## config.mk

```make
export PLATFORM = sky130hd
export DESIGN_NAME = shift_sequencer
export DESIGN_NICKNAME = d
export VERILOG_FILES = /design/src/rtl/shift_sequencer_pkg.sv /design/src/rtl/shift_sequencer_shift_step.sv /design/src/rtl/shift_sequencer.sv
export SDC_FILE = /design/constraint.sdc
export NUM_CORES = 1
export LEC_CHECK = 0
export ABC_CLOCK_PERIOD_IN_PS = 4500
export BUFFER_PORTS_ARGS = -buffer_cell sky130_fd_sc_hd__buf_2
export CORE_UTILIZATION = 56
export DETAILED_ROUTE_END_ITERATION = 7
export GPL_ROUTABILITY_DRIVEN = 1
export PLACE_DENSITY = 0.82
export SLEW_MARGIN = 10
export SYNTH_ARGS = -nofsm -noshare
export SYNTH_HDL_FRONTEND = slang
export SYNTH_SLANG_ARGS = --single-unit
```

## constraint.sdc

```tcl
create_clock -name clock -period 4.5 [get_ports clock]
set_input_delay 0.45 -clock clock [delete_from_list [all_inputs] [get_ports clock]]
set_output_delay 0.45 -clock clock [all_outputs]
set_load 0.005 [all_outputs]
```

## src/rtl/shift_sequencer_pkg.sv

```systemverilog
// Shared definitions for the shift sequencer: FSM encoding, shift-mode codes
// and default operand widths.
package shift_sequencer_pkg;

    localparam int DEFAULT_WIDTH  = 4;
    localparam int DEFAULT_DIST_W = 4;

    typedef enum logic [1:0] {
        ST_IDLE  = 2'b00,
        ST_SHIFT = 2'b01,
        ST_DONE  = 2'b10
    } state_e;

    // Code 2'b11 is reserved and decodes as a logical right shift.
    localparam logic [1:0] MODE_LSR = 2'b00;
    localparam logic [1:0] MODE_ASR = 2'b01;
    localparam logic [1:0] MODE_LSL = 2'b10;

endpackage

```

## src/rtl/shift_sequencer_shift_step.sv

```systemverilog
// Single-bit shift of the working register; the mode selects direction and
// the fill bit.
module shift_step
    import shift_sequencer_pkg::*;
#(
    parameter int WIDTH = DEFAULT_WIDTH
) (
    input  logic [WIDTH-1:0] value_in,
    input  logic [1:0]       mode,
    output logic [WIDTH-1:0] value_out
);

    always_comb begin
        value_out = {1'b0, value_in[WIDTH-1:1]};
        case (mode)
            MODE_ASR: value_out = {value_in[WIDTH-1], value_in[WIDTH-1:1]};
            MODE_LSL: value_out = {value_in[WIDTH-2:0], 1'b0};
            default:  value_out = {1'b0, value_in[WIDTH-1:1]};
        endcase
    end

endmodule

```

## src/rtl/shift_sequencer.sv

```systemverilog
// Multi-cycle shifter: accepts a request while idle, shifts one bit per
// cycle, then presents the final value with a one-cycle done pulse.
module shift_sequencer
    import shift_sequencer_pkg::*;
#(
    parameter int WIDTH  = DEFAULT_WIDTH,
    parameter int DIST_W = DEFAULT_DIST_W
) (
    input  logic              clock,
    input  logic              reset_n,
    input  logic              start,
    input  logic [WIDTH-1:0]  value_in,
    input  logic [DIST_W-1:0] distance,
    input  logic [1:0]        mode,
    output logic              ready,
    output logic              busy,
    output logic              done,
    output logic [WIDTH-1:0]  result
);

    localparam int CNT_W = $clog2(WIDTH + 1);

    state_e             state_q, state_d;
    logic [CNT_W-1:0]   count_q, count_d;
    logic [WIDTH-1:0]   work_q, work_d;
    logic [WIDTH-1:0]   result_q, result_d;
    logic [1:0]         mode_q, mode_d;
    logic [WIDTH-1:0]   step_out;
    logic [CNT_W-1:0]   sat_count;

    shift_step #(.WIDTH(WIDTH)) u_step (
        .value_in  (work_q),
        .mode      (mode_q),
        .value_out (step_out)
    );

    // Distances of WIDTH or more all produce the WIDTH-step result.
    always_comb begin
        if (32'(distance) >= 32'(WIDTH)) begin
            sat_count = CNT_W'(WIDTH);
        end else begin
            sat_count = CNT_W'(distance);
        end
    end

    always_comb begin
        state_d  = state_q;
        count_d  = count_q;
        work_d   = work_q;
        result_d = result_q;
        mode_d   = mode_q;
        case (state_q)
            ST_IDLE: begin
                if (start) begin
                    work_d  = value_in;
                    mode_d  = mode;
                    count_d = sat_count;
                    state_d = ST_SHIFT;
                end
            end
            ST_SHIFT: begin
                if (count_q != '0) begin
                    work_d  = step_out;
                    count_d = count_q - CNT_W'(1);
                end else begin
                    // Only the finished value ever reaches the result register.
                    result_d = work_q;
                    state_d  = ST_DONE;
                end
            end
            ST_DONE: begin
                state_d = ST_IDLE;
            end
            default: begin
                state_d = ST_IDLE;
            end
        endcase
    end

    always_ff @(posedge clock or negedge reset_n) begin
        if (!reset_n) begin
            state_q  <= ST_IDLE;
            count_q  <= '0;
            work_q   <= '0;
            result_q <= '0;
            mode_q   <= MODE_LSR;
        end else begin
            state_q  <= state_d;
            count_q  <= count_d;
            work_q   <= work_d;
            result_q <= result_d;
            mode_q   <= mode_d;
        end
    end

    assign ready  = (state_q == ST_IDLE);
    assign busy   = (state_q == ST_SHIFT) || (state_q == ST_DONE);
    assign done   = (state_q == ST_DONE);
    assign result = result_q;

endmodule

```

==> flow_metrics.env <==
export IMPL_synthArstFlopShare_pct=100
export IMPL_max_vdd_ir_drop_mv=0.337
export IMPL_hold_ws_ns=0.0521
export IMPL_drc=0
export IMPL_synth_area_um2=915
export IMPL_pin_count=20
export IMPL_synth_most_common_cell="dfrtp_1"
export IMPL_yosysTopAreaCellShare_pct=41.0
export IMPL_post_cts_setup_buffers=0
export IMPL_syn_avg_cell_area_um2=11.0
export IMPL_cp_required_ns=4.67
export IMPL_p_leak_nw=0.510
export IMPL_clock_sinks=15
export IMPL_num_vias=677
export IMPL_cts_tree="yes"
export IMPL_diodes=0
export IMPL_final_util_pct=68.6
export IMPL_slew_limit_headroom_pct=66.3
export IMPL_hold_violations=0
export IMPL_worst_pin_slew_ns=0.492
export IMPL_finalCritPeriodShare_pct=43.8
export IMPL_grt_first_pass_wirelength_mm=2.79
export IMPL_final_max_slew_viol_count=0
export IMPL_ys_seq_area_share_pct=41.0
export IMPL_worstPathArrival_ns=2.14
export IMPL_critPathLaunchType="register"
export IMPL_setup_viol_count_final=0
export IMPL_fin_nets=127
export IMPL_design_die_area_mm2=0.00180
export IMPL_cts_root_buffer="clkbuf_4"
export IMPL_status="finished clean"
export IMPL_hpwl_mm=1.30
export IMPL_ctsResizeCount=0
export IMPL_dp_slack_ns=2.51
export IMPL_synth_top_cell_by_area="dfrtp_1"
export IMPL_ys_warn_count=0
export IMPL_grt_pass1_vias=671
export IMPL_drtAntennaViolNets=0
export IMPL_portBuffers=19
export IMPL_wirelength_mm=1.66
export IMPL_grt_start_max_net_pins=16
export IMPL_p_per_area_mw_per_mm2=680
export IMPL_fin_skew_ns=0.00584
export IMPL_crit_fanout=15
export IMPL_worstSetupEndpointType="register"
export IMPL_maxCapViolations=0
export IMPL_synth_cell_types=28
export IMPL_synthTopCellsByArea="dfrtp_1, mux2_2, ha_1"
export IMPL_period_minus_slack_ns=1.97
export IMPL_dr_pass1_iters=4
export IMPL_synthFlopType="dfrtp_1"
export IMPL_clkSlewWorstSetupHoldPaths_ns=0.09
export IMPL_synth_edf_count=0
export IMPL_cts_buffers=3
export IMPL_core_area_mm2=0.00152
export IMPL_via_per_inst=5.64
export IMPL_fmax_mhz=507
export IMPL_yosys_top_cells_count="dfrtp_1, inv_1, mux2_2"
export IMPL_clock_latency_ns=0.29
export IMPL_synthesis_nets=105
export IMPL_cts_buffer_depth=2
export IMPL_tns_ns=0
export IMPL_die_y_um=42.4
export IMPL_area_growth_pct=14.2
export IMPL_gp_congestion=0.817
export IMPL_hp_class="in -> async"
export IMPL_drive_gt1_share_pct=34.6
export IMPL_grt_ovfl_total=0
export IMPL_start_util_pct=60.0
export IMPL_worst_slack_ns=2.53
export IMPL_syn_inst=83
export IMPL_antenna_found_initial=0
export IMPL_cts_hold_buf=0
export IMPL_synth_seq_cells=15
export IMPL_path_class="reg -> reg"
export IMPL_h_tree_depth=1
export IMPL_rows=14
export IMPL_die_w_um=42.4
export IMPL_grt_usage_pct=21.3
export IMPL_drt_initial_drc_count=6
export IMPL_rsz0062_at_grt="no"
export IMPL_wl_per_cell_um=13.8
-- cells in the final DEF (no fill, tap or decap), types with 2 or more instances in the layout --
cell type	instances
o21ai_0	4
inv_1	11
o221ai_1	2
clkbuf_4	3
dfrtp_1	15
ha_1	9
o211ai_1	3
mux2_2	11
nand2b_1	3
a21oi_1	3
nor2_1	2
buf_2	19
nand2_1	3
-- logic make-up (layout without fill, tap and decap cells) --
logic type	after synthesis	in the layout	share of synthesized area, %
adders and majority gates	9	9	12.3
AOI/OAI and AO/OA	18	18	15.2
xor gates and xnor gates	1	1	0.958
DFF	15	15	41.0
and+or+nand+nor	15	15	10.1
buffers and inverters	13	34	5.75
muxes	12	12	14.6
-- worst paths after layout --
| path | startpoint | cells past startpoint | end | slack [ns] |
|---|---|---|---|---|
| worst max-delay path | state_q[1] | 5 | work_q[2] | 2.53 |
| worst min-delay path | reset_n | 1 | result[0] | 0.05 |
| worst max register to register | state_q[1] | 5 | work_q[2] | 2.53 |
| worst min register to register | result[0] | 1 | result[0] | 0.51 |
| max in group asynchronous | reset_n | 1 | mode_q[0] | 4.19 |
| min in group clock | mode[0] | 2 | mode_q[0] | 0.40 |
-- metal layers --
metal | part of all wire, % | track usage [%] | up-vias
met4 | 2.3 | 13.8 | 0
li1 | - | - | 336
met3 | 4.3 | 4.74 | 6
met1 | 46 | 26.3 | 319
met5 | 0 | 0 | -
met2 | 47 | 33.2 | 16
-- critical path: stages (launching register included) --
cell	delay [ns]
dfrtp_1	0.40
inv_1	0.10
ha_1	0.45
and3b_1	0.51
nor2_4	0.11
mux2_2	0.29
-- cell type report --
type / count / area, µm²
Timing Repair Buffer: 19 / 95.1
Multi-Input combinational cell: 55 / 487
Fill cell: 120 / 479
Tap cell: 16 / 20.0
Inverter: 11 / 41.3
Sequential cell: 15 / 375
Clock buffer: 4 / 26.3
-- per-stage QoR --
stage                     cell area [µm²]  cells  power [mW]
after floorplan                       915     83       0.539
after global placement               1020    116       0.621
after detailed placement             1020    116       0.638
after CTS                            1040    120       0.720
after global routing                 1040    120       0.771
final                                1040    120       0.710
-- sequential cells by signal, summed over array words and instances, names as in the netlist --
register and flops:
result 4, work_q 4, count_q 3, mode_q 2, state_q 2
-- report_power, final --
| part | switching, mW | internal, mW | total [mW] |
|---|---|---|---|
| clock | 0.0427 | 0.0345 | 0.0772 |
| sequential | 0.0468 | 0.201 | 0.247 |
| combinational | 0.191 | 0.194 | 0.386 |
No activity file was read; power rests on OpenSTA's default activity.
